[src/rtl/uart_tx_arbiter.sv]
// Round-robin arbiter sharing one UART transmitter among NREQ byte producers.
// Grants capture the winner's byte, pulse tx_start, wait for tx_done, then hold
// off the next arbitration for gap_cycles idle cycles.
// Optional watchdog (define UART_ARB_TIMEOUT_EN) abandons a transfer whose
// tx_done never arrives and raises a sticky timeout_err.
module uart_tx_arbiter #(
  parameter int unsigned NREQ   = 4,
  parameter int unsigned DW     = 8,
  parameter int unsigned GAP_DW = 8,
  parameter int unsigned TO_DW  = 16
) (
  input  logic                 clk,
  input  logic                 rst,
  input  logic [NREQ-1:0]      req,
  input  logic [NREQ*DW-1:0]   req_data,
  output logic [NREQ-1:0]      gnt,
  output logic [NREQ-1:0]      done,
  output logic                 tx_start,
  output logic [DW-1:0]        tx_data,
  input  logic                 tx_done,
  input  logic [GAP_DW-1:0]    gap_cycles,
  input  logic [TO_DW-1:0]     timeout_cycles,
  output logic                 busy,
  output logic                 timeout_err
);

  localparam int unsigned LW = (NREQ > 1) ? $clog2(NREQ) : 1;

  typedef enum logic [1:0] {
    StIdle,
    StWaitDone,
    StGap
  } state_e;

  state_e              state_q, state_d;
  logic [LW-1:0]       last_q, last_d;
  logic [LW-1:0]       owner_q, owner_d;
  logic [DW-1:0]       tx_data_q, tx_data_d;
  logic [NREQ-1:0]     gnt_q, gnt_d;
  logic [NREQ-1:0]     done_q, done_d;
  logic                tx_start_q, tx_start_d;
  logic [GAP_DW-1:0]   gap_cnt_q, gap_cnt_d;

  logic                win_found;
  logic [LW-1:0]       win_idx;
  logic [LW-1:0]       cand;

`ifdef UART_ARB_TIMEOUT_EN
  logic [TO_DW-1:0]    to_cnt_q, to_cnt_d;
  logic                to_err_q, to_err_d;
  logic                to_hit;

  // Fires on the edge that ends the timeout_cycles-th WAIT_DONE cycle.
  assign to_hit = (timeout_cycles != '0) && (to_cnt_q == timeout_cycles - TO_DW'(1));
`else
  logic                unused_timeout;

  assign unused_timeout = ^timeout_cycles;
`endif

  // Round-robin search: first asserted request starting just after last_q.
  always_comb begin
    win_found = 1'b0;
    win_idx   = '0;
    cand      = '0;
    for (int unsigned i = 1; i <= NREQ; i++) begin
      cand = LW'((32'(last_q) + i) % NREQ);
      if (!win_found && req[cand]) begin
        win_found = 1'b1;
        win_idx   = cand;
      end
    end
  end

  // Next-state and registered-output logic for the arbitration FSM.
  always_comb begin
    state_d    = state_q;
    last_d     = last_q;
    owner_d    = owner_q;
    tx_data_d  = tx_data_q;
    gnt_d      = '0;
    done_d     = '0;
    tx_start_d = 1'b0;
    gap_cnt_d  = gap_cnt_q;
`ifdef UART_ARB_TIMEOUT_EN
    to_cnt_d   = to_cnt_q;
    to_err_d   = to_err_q;
`endif
    unique case (state_q)
      StIdle: begin
        if (win_found) begin
          tx_data_d  = req_data[win_idx*DW +: DW];
          owner_d    = win_idx;
          gnt_d      = NREQ'(1) << win_idx;
          tx_start_d = 1'b1;
`ifdef UART_ARB_TIMEOUT_EN
          to_cnt_d   = '0;
`endif
          state_d    = StWaitDone;
        end
      end
      StWaitDone: begin
        if (tx_done) begin
          done_d    = NREQ'(1) << owner_q;
          last_d    = owner_q;
          gap_cnt_d = gap_cycles;
          state_d   = StGap;
        end
`ifdef UART_ARB_TIMEOUT_EN
        else if (to_hit) begin
          // Abandon the frame silently; owner still counts as served.
          to_err_d  = 1'b1;
          last_d    = owner_q;
          gap_cnt_d = gap_cycles;
          state_d   = StGap;
        end else if (to_cnt_q != '1) begin
          to_cnt_d  = to_cnt_q + TO_DW'(1);
        end
`endif
      end
      StGap: begin
        if (gap_cnt_q == '0) begin
          state_d = StIdle;
        end else begin
          gap_cnt_d = gap_cnt_q - GAP_DW'(1);
        end
      end
      default: state_d = StIdle;
    endcase
  end

  // State and output registers; reset aborts any in-flight frame.
  always_ff @(posedge clk or negedge rst) begin
    if (!rst) begin
      state_q    <= StIdle;
      last_q     <= LW'(NREQ - 1);
      owner_q    <= '0;
      tx_data_q  <= '0;
      gnt_q      <= '0;
      done_q     <= '0;
      tx_start_q <= 1'b0;
      gap_cnt_q  <= '0;
`ifdef UART_ARB_TIMEOUT_EN
      to_cnt_q   <= '0;
      to_err_q   <= 1'b0;
`endif
    end else begin
      state_q    <= state_d;
      last_q     <= last_d;
      owner_q    <= owner_d;
      tx_data_q  <= tx_data_d;
      gnt_q      <= gnt_d;
      done_q     <= done_d;
      tx_start_q <= tx_start_d;
      gap_cnt_q  <= gap_cnt_d;
`ifdef UART_ARB_TIMEOUT_EN
      to_cnt_q   <= to_cnt_d;
      to_err_q   <= to_err_d;
`endif
    end
  end

  assign gnt      = gnt_q;
  assign done     = done_q;
  assign tx_start = tx_start_q;
  assign tx_data  = tx_data_q;
  assign busy     = (state_q != StIdle);
`ifdef UART_ARB_TIMEOUT_EN
  assign timeout_err = to_err_q;
`else
  assign timeout_err = 1'b0;
`endif

endmodule

[config.mk]
export PLATFORM = sky130hd
export DESIGN_NAME = uart_tx_arbiter
export DESIGN_NICKNAME = d
export VERILOG_FILES = /design/src/rtl/uart_tx_arbiter.sv
export SDC_FILE = /design/constraint.sdc
export NUM_CORES = 1
export LEC_CHECK = 0
export CAP_MARGIN = 5
export CORE_MARGIN = 1.5
export CORE_UTILIZATION = 40
export DETAILED_ROUTE_END_ITERATION = 8
export PLACE_DENSITY = 0.87
export SYNTH_ARGS = -nofsm -noshare
export SYNTH_HDL_FRONTEND = slang
export SYNTH_SLANG_ARGS = --single-unit
[constraint.sdc]
create_clock -name clk -period 1.9 [get_ports clk]
set_input_delay 0.38 -clock clk [delete_from_list [all_inputs] [get_ports clk]]
set_output_delay 0.38 -clock clk [all_outputs]
set_load 0.01 [all_outputs]
# Yosys cells after proc, flatten, opt, wreduce, memory -nomap -nowiden
# Cells that the tools add are included.
# classes
add_sub_neg,5
multipliers,0
div,0
magnitude_cmp,4
n_eq_ne,6
shift,3
n_mux,29
n_bitwise,0
n_reduce_logical,14
# op_table
cell,n
32-bit by 6-bit variable part select with 8-bit output,1
4-bit two-way mux,4
8-bit two-way mux,2
8-bit one-hot mux with 2 select lines,1
2-bit two-way mux,7
2-bit by 3-bit less-than comparator with 1-bit output (second input constant),4
1-bit two-way mux,10
1-bit binary-select mux with 2-bit select,4
8-bit logical NOT,1
2-bit != test (second input constant),4
1-bit by 2-bit << shifter with 4-bit output (first input constant),2
8-bit by 1-bit subtractor with 8-bit output (second input constant),1
2-bit one-hot mux with 3 select lines,1
3-bit AND reduction,2
2-bit by 1-bit adder with 2-bit output (second input constant),2
2-bit adder (second input constant),2
2-bit AND reduction,2
2-bit nonzero test,2
1-bit logical AND,3
1-bit logical NOT,3
2-bit by 1-bit equality test with 1-bit output (second input constant),1
2-bit equality test (second input constant),1
2-bit logical NOT,1
# totals
ff_bits,31
latchBits,0
mem_bits_rw,0
mem_bits_ro,0
inputBits,63
output_inout_bits,19
wordCells,69
mem_count,0

# Logic depth before layout (Yosys ltp)
# logic_depth
word_depth,16
mapped_depth,7
mapped_depth_nobuf,7

# Worst setup path before layout
# Ideal clock, no wire load.
# synth_path
kind,reg-to-reg
from,register last_q[1]
to,"register tx_data_q[1], in the netlist tx_data[1]"
setup_time_ns,0.142
arrival_time_ns,1.470
required_ns,1.758
setup_slack_ns,0.287
path_stages_with_launch,7
period_less_slack_ns,1.613
path_cell_list,dfstp_2 > buf_6 > mux2i_1 > o221a_4 > buf_8 > mux2i_1 > o221ai_1
# synth_via
elab_chain_cells,14
# synth_lines
item,line_no,rtl
from (decl),36,"logic [LW-1:0] last_q, last_d;"
from (signal assigned),136,last_q <= LW'(NREQ - 1);
from (signal assigned),149,last_q <= last_d;
2-bit by 1-bit adder with 2-bit output,67,cand = LW'((32'(last_q) + i) % NREQ);
1-bit binary-select mux with 2-bit select,68,if (!win_found && req[cand]) begin
1-bit two-way mux (implied by the code),68,
1-bit two-way mux,68,
1-bit logical NOT,68,
1-bit logical AND,68,
1-bit two-way mux,68,
1-bit logical NOT,68,
1-bit logical AND,68,
1-bit two-way mux,68,
1-bit logical NOT,68,
1-bit logical AND,68,
2-bit two-way mux or 1-bit two-way mux (tied branches),68,
32-bit by 6-bit variable part select with 8-bit output or 2-bit AND reduction (tied branches),-,
to (signal assigned),151,tx_data_q <= tx_data_d;
to (decl),38,"logic [DW-1:0] tx_data_q, tx_data_d;"
# Parallel ways exist; a longest one is shown, timed or not. The select of a mux whose other input is x is not followed.
# A chain may end at the register's enable or synchronous reset.

# Final worst setup path
# layout_path
from,input port req[1]
to,"register tx_data_q[6], in the netlist tx_data[6]"
# layout_via
elab_chain_cells,13
# layout_lines
item,line_no,rtl
from (decl),14,"input logic [NREQ-1:0] req,"
1-bit binary-select mux with 2-bit select,68,
1-bit two-way mux (implied by the code),68,
1-bit two-way mux,68,
1-bit logical NOT,68,
1-bit logical AND,68,
1-bit two-way mux,68,
1-bit logical NOT,68,
1-bit logical AND,68,
1-bit two-way mux,68,
1-bit logical NOT,68,
1-bit logical AND,68,
2-bit two-way mux or 1-bit two-way mux (tied branches),68,
32-bit by 6-bit variable part select with 8-bit output or 2-bit AND reduction (tied branches),-,
# Parallel ways exist; a longest one is shown, timed or not. The select of a mux whose other input is x is not followed.

==> results.yml <==
sta:
  setup_viol_count_final: 0
  hold_viol: 0
  rsz0062_at_grt: "no"
  slew_viol_final: 0
  fin_setup_tns_ns: 0
  timing.fmax_mhz: 557
  fin_crit_sh_pct: 94.4
  worst_clock_skew_ns: 0.00753
  fin_crit_ns: 1.79
floorplanning:
  fp.dieW_um: 67.9
  die_area_um2: 4610
  pin_count: 82
  initial_core_util_pct: 41.8
  fp-row-count: 23
  die_y_um: 67.9
  core_area_um2: 4030
finish:
  nNetsFinal: 303
  final_cell_count_no_fill: 289
  drive_gt1_share_pct: 13.0
  syn_to_final_growth_pct: 48.8
  fin_area_um2: 2510
  diodes: 0
  n_fill_cell: 336
logic_synthesis:
  synth_ff_type: "dfrtp_1"
  synth.area.mux_share_pct: 10.7
  synth_top_family_by_area: "simple AND/OR/NAND/NOR gates"
  yosysTopAreaCellShare_pct: 43.1
  synthTopCellsByArea: "dfrtp_1 43%, mux2i_1 11%, nand2_1 5.1%"
  syn_nets: 232
  yosysSeqAreaShare_pct: 46.2
  synthSimpleGateAreaFrac_pct: 18.3
  synth_seq_cells: 31
  synthAdderAreaFrac_pct: 1.48
  netlist_area_um2: 1690
  syn-instance-count: 167
  synth_compound_area_share_pct: 16.6
  synth_warnings: 0
  synth-async-reset-ratio_pct: 100
  ys_types: 44
  synth_xor_xnor_area_share_pct: 0
  synth_edf_count: 0
  yosysTopAreaCell: "dfrtp_1"
  synth_area_per_cell_um2: 10.1
global_route:
  grt_max_degree: 32
  grt_pass1_wl_mm: 6.36
  grt_pass1_vias: 1421
  antenna_found_initial: 0
  grt_overflow_total: 0
  grt_usage_pct: 18.5
power_and_ir_drop:
  internal-power_mw: 2.17
  pwr-share-seq_pct: 33.9
  p_sw_mw: 1.29
  peakVddDrop_uv: 733
  p_clk_share_pct: 15.4
  combPwrFrac_pct: 50.7
  swShare_pct: 37.4
  leakagePower_nw: 1.11
  p_per_area_nw_per_um2: 1380
routing:
  wire_per_inst_um: 14.2
  via_per_inst: 5.19
  drtPass1Iterations: 4
  drt_iter0_markers: 49
  drc: 0
  postRouteAntennaNets: 0
  finalWirelength_mm: 4.11
  vias: 1500
cts:
  cts_tree: "done"
  cts_inserted_buffers: 5
  ctsHoldBuffers: 0
  clk_pin_slew_ns: 0.07
  cts.sinks: 31
  cts-resized-gates: 0
  post_cts.repair.setup_buffers: 0
  root_buffer: "clkbuf_8"
  htree_levels: 2
  clockBufferDepth: 2
  clk_latency_ns: 0.28
place:
  globalplace.congestion: 0.724
  portBuffers: 64
  postPlaceCellArea_um2: 2410
  dp_hpwl_mm: 3.12
  place_inst: 281
critical_path:
  crit_type: "input pin to flip-flop"
  cp-start-kind: "input pin"
  crit_arrival_ns: 1.94
  r2r_setup_slack_ns: 0.15
  end_kind: "flip-flop"
  worst-path-max-fanout: 15
  cp.required_ns: 2.05
  crit_start: "req[1]"
  r2r-start: "last_q[1]$_DFFE_PN1P_"
min_path:
  hold_path_class: "input pin to asynchronous set/reset pin"
flow_run:
  cap_violations: 0
run_status:
  run_status: "finished, final reports clean"
through the flow:
step / util [%] / power, mW / worst slack [ns] / hold slack [ns]
after floorplan: - / 2.26 / 0.287 / 0.0844
after global placement: 59.9 / 2.88 / -0.109 / 0.470
after detailed placement: 59.9 / 2.94 / -0.178 / 0.482
after CTS: 62.2 / 3.48 / 0.0513 / 0.495
after global routing: 62.2 / 3.72 / 0.0302 / 0.515
final: 62.2 / 3.46 / 0.106 / 0.484
critical path, stage by stage:
cell and delay, ns:
clkdlybuf4s50_1 0.53, nor2b_2 0.21, a21oi_2 0.05, o221a_4 0.28, buf_12 0.16, mux2i_1 0.18
o221ai_1 0.15
layout by cell type (no fill, tap or decap), types with 2 or more instances in the layout:
cell type,count
a211oi_1,2
a21oi_1,6
buf_12,3
buf_4,7
clkbuf_8,6
clkdlybuf4s50_1,63
dfrtp_1,29
dfstp_2,2
ha_1,2
inv_1,3
inv_2,3
mux2i_1,18
nand2_1,23
nand2b_1,3
nand3_1,4
nor2_1,17
nor3_1,4
nor3b_1,2
o21a_1,2
o21ai_0,3
o21ai_1,6
o221ai_1,8
flip-flops by register name (all words and copies together), names as in the netlist:
name       count
done           4
last_q         2
gap_cnt_q      8
tx_start       1
owner_q        2
gnt            4
state_q        2
tx_data        8
Yosys cell counts, types with 3 or more instances:
| library cell | instances |
|---|---|
| dfrtp_1 | 29 |
| nand2_1 | 23 |
| mux2i_1 | 18 |
| nor2_1 | 17 |
| o221ai_1 | 8 |
| a21oi_1 | 6 |
| o21ai_1 | 6 |
| nand3_1 | 4 |
| nor3_1 | 4 |
| buf_2 | 3 |
| inv_1 | 3 |
| inv_2 | 3 |
| nand2b_1 | 3 |
| o21ai_0 | 3 |
per-layer routing:
metal | GRT usage, % | vias to the layer above | wire length, um
met4 | 8.00 | 0 | 76
li1 | - | 735 | -
met1 | 21.8 | 721 | 1700
met2 | 32.5 | 35 | 2200
met3 | 3.95 | 9 | 137
met5 | 0 | - | 0
cells by family (layout without fill, tap and decap cells):
family	count (synthesis)	after routing
muxes	18	18
DFF	31	31
adders and majority gates	2	2
other	1	1
AOI/OAI and AO/OA	37	37
and+or+nand+nor	62	62
buffers and inverters	16	88
power by group through the flow:
stage                     registers, mW  logic (mW)  clock network (mW)
after floorplan                    1.19        1.06                   0
after global placement             1.17        1.71                   0
after detailed placement           1.18        1.76                   0
after CTS                          1.17        1.77               0.541
after global routing               1.21        1.93               0.574
final                              1.17        1.75               0.533
area by class of cell:
type / count / area (um2) / share of cell area (%)
repair buffers: 74 / 756 / 30.1
clock buffers: 7 / 86.3 / 3.44
multi-input cells: 120 / 797 / 31.8
well taps: 50 / 62.6 / 2.50
clock inverters: 1 / 5.00 / 0.200
inverters: 6 / 22.5 / 0.898
flip-flops and latches: 31 / 778 / 31.0
worst paths after layout:
check	cells after the start	to
setup / recovery	7	tx_data[6]$_DFFE_PN0P_
hold / removal	2	tx_data[7]$_DFFE_PN0P_
hold reg to reg	2	tx_data[1]$_DFFE_PN0P_
min in group clk	2	tx_data[1]$_DFFE_PN0P_
max in group asynchronous	2	last_q[1]$_DFFE_PN1P_
setup reg to reg	5	tx_data[6]$_DFFE_PN0P_
Note: power is estimated with default switching activity, not from simulation.
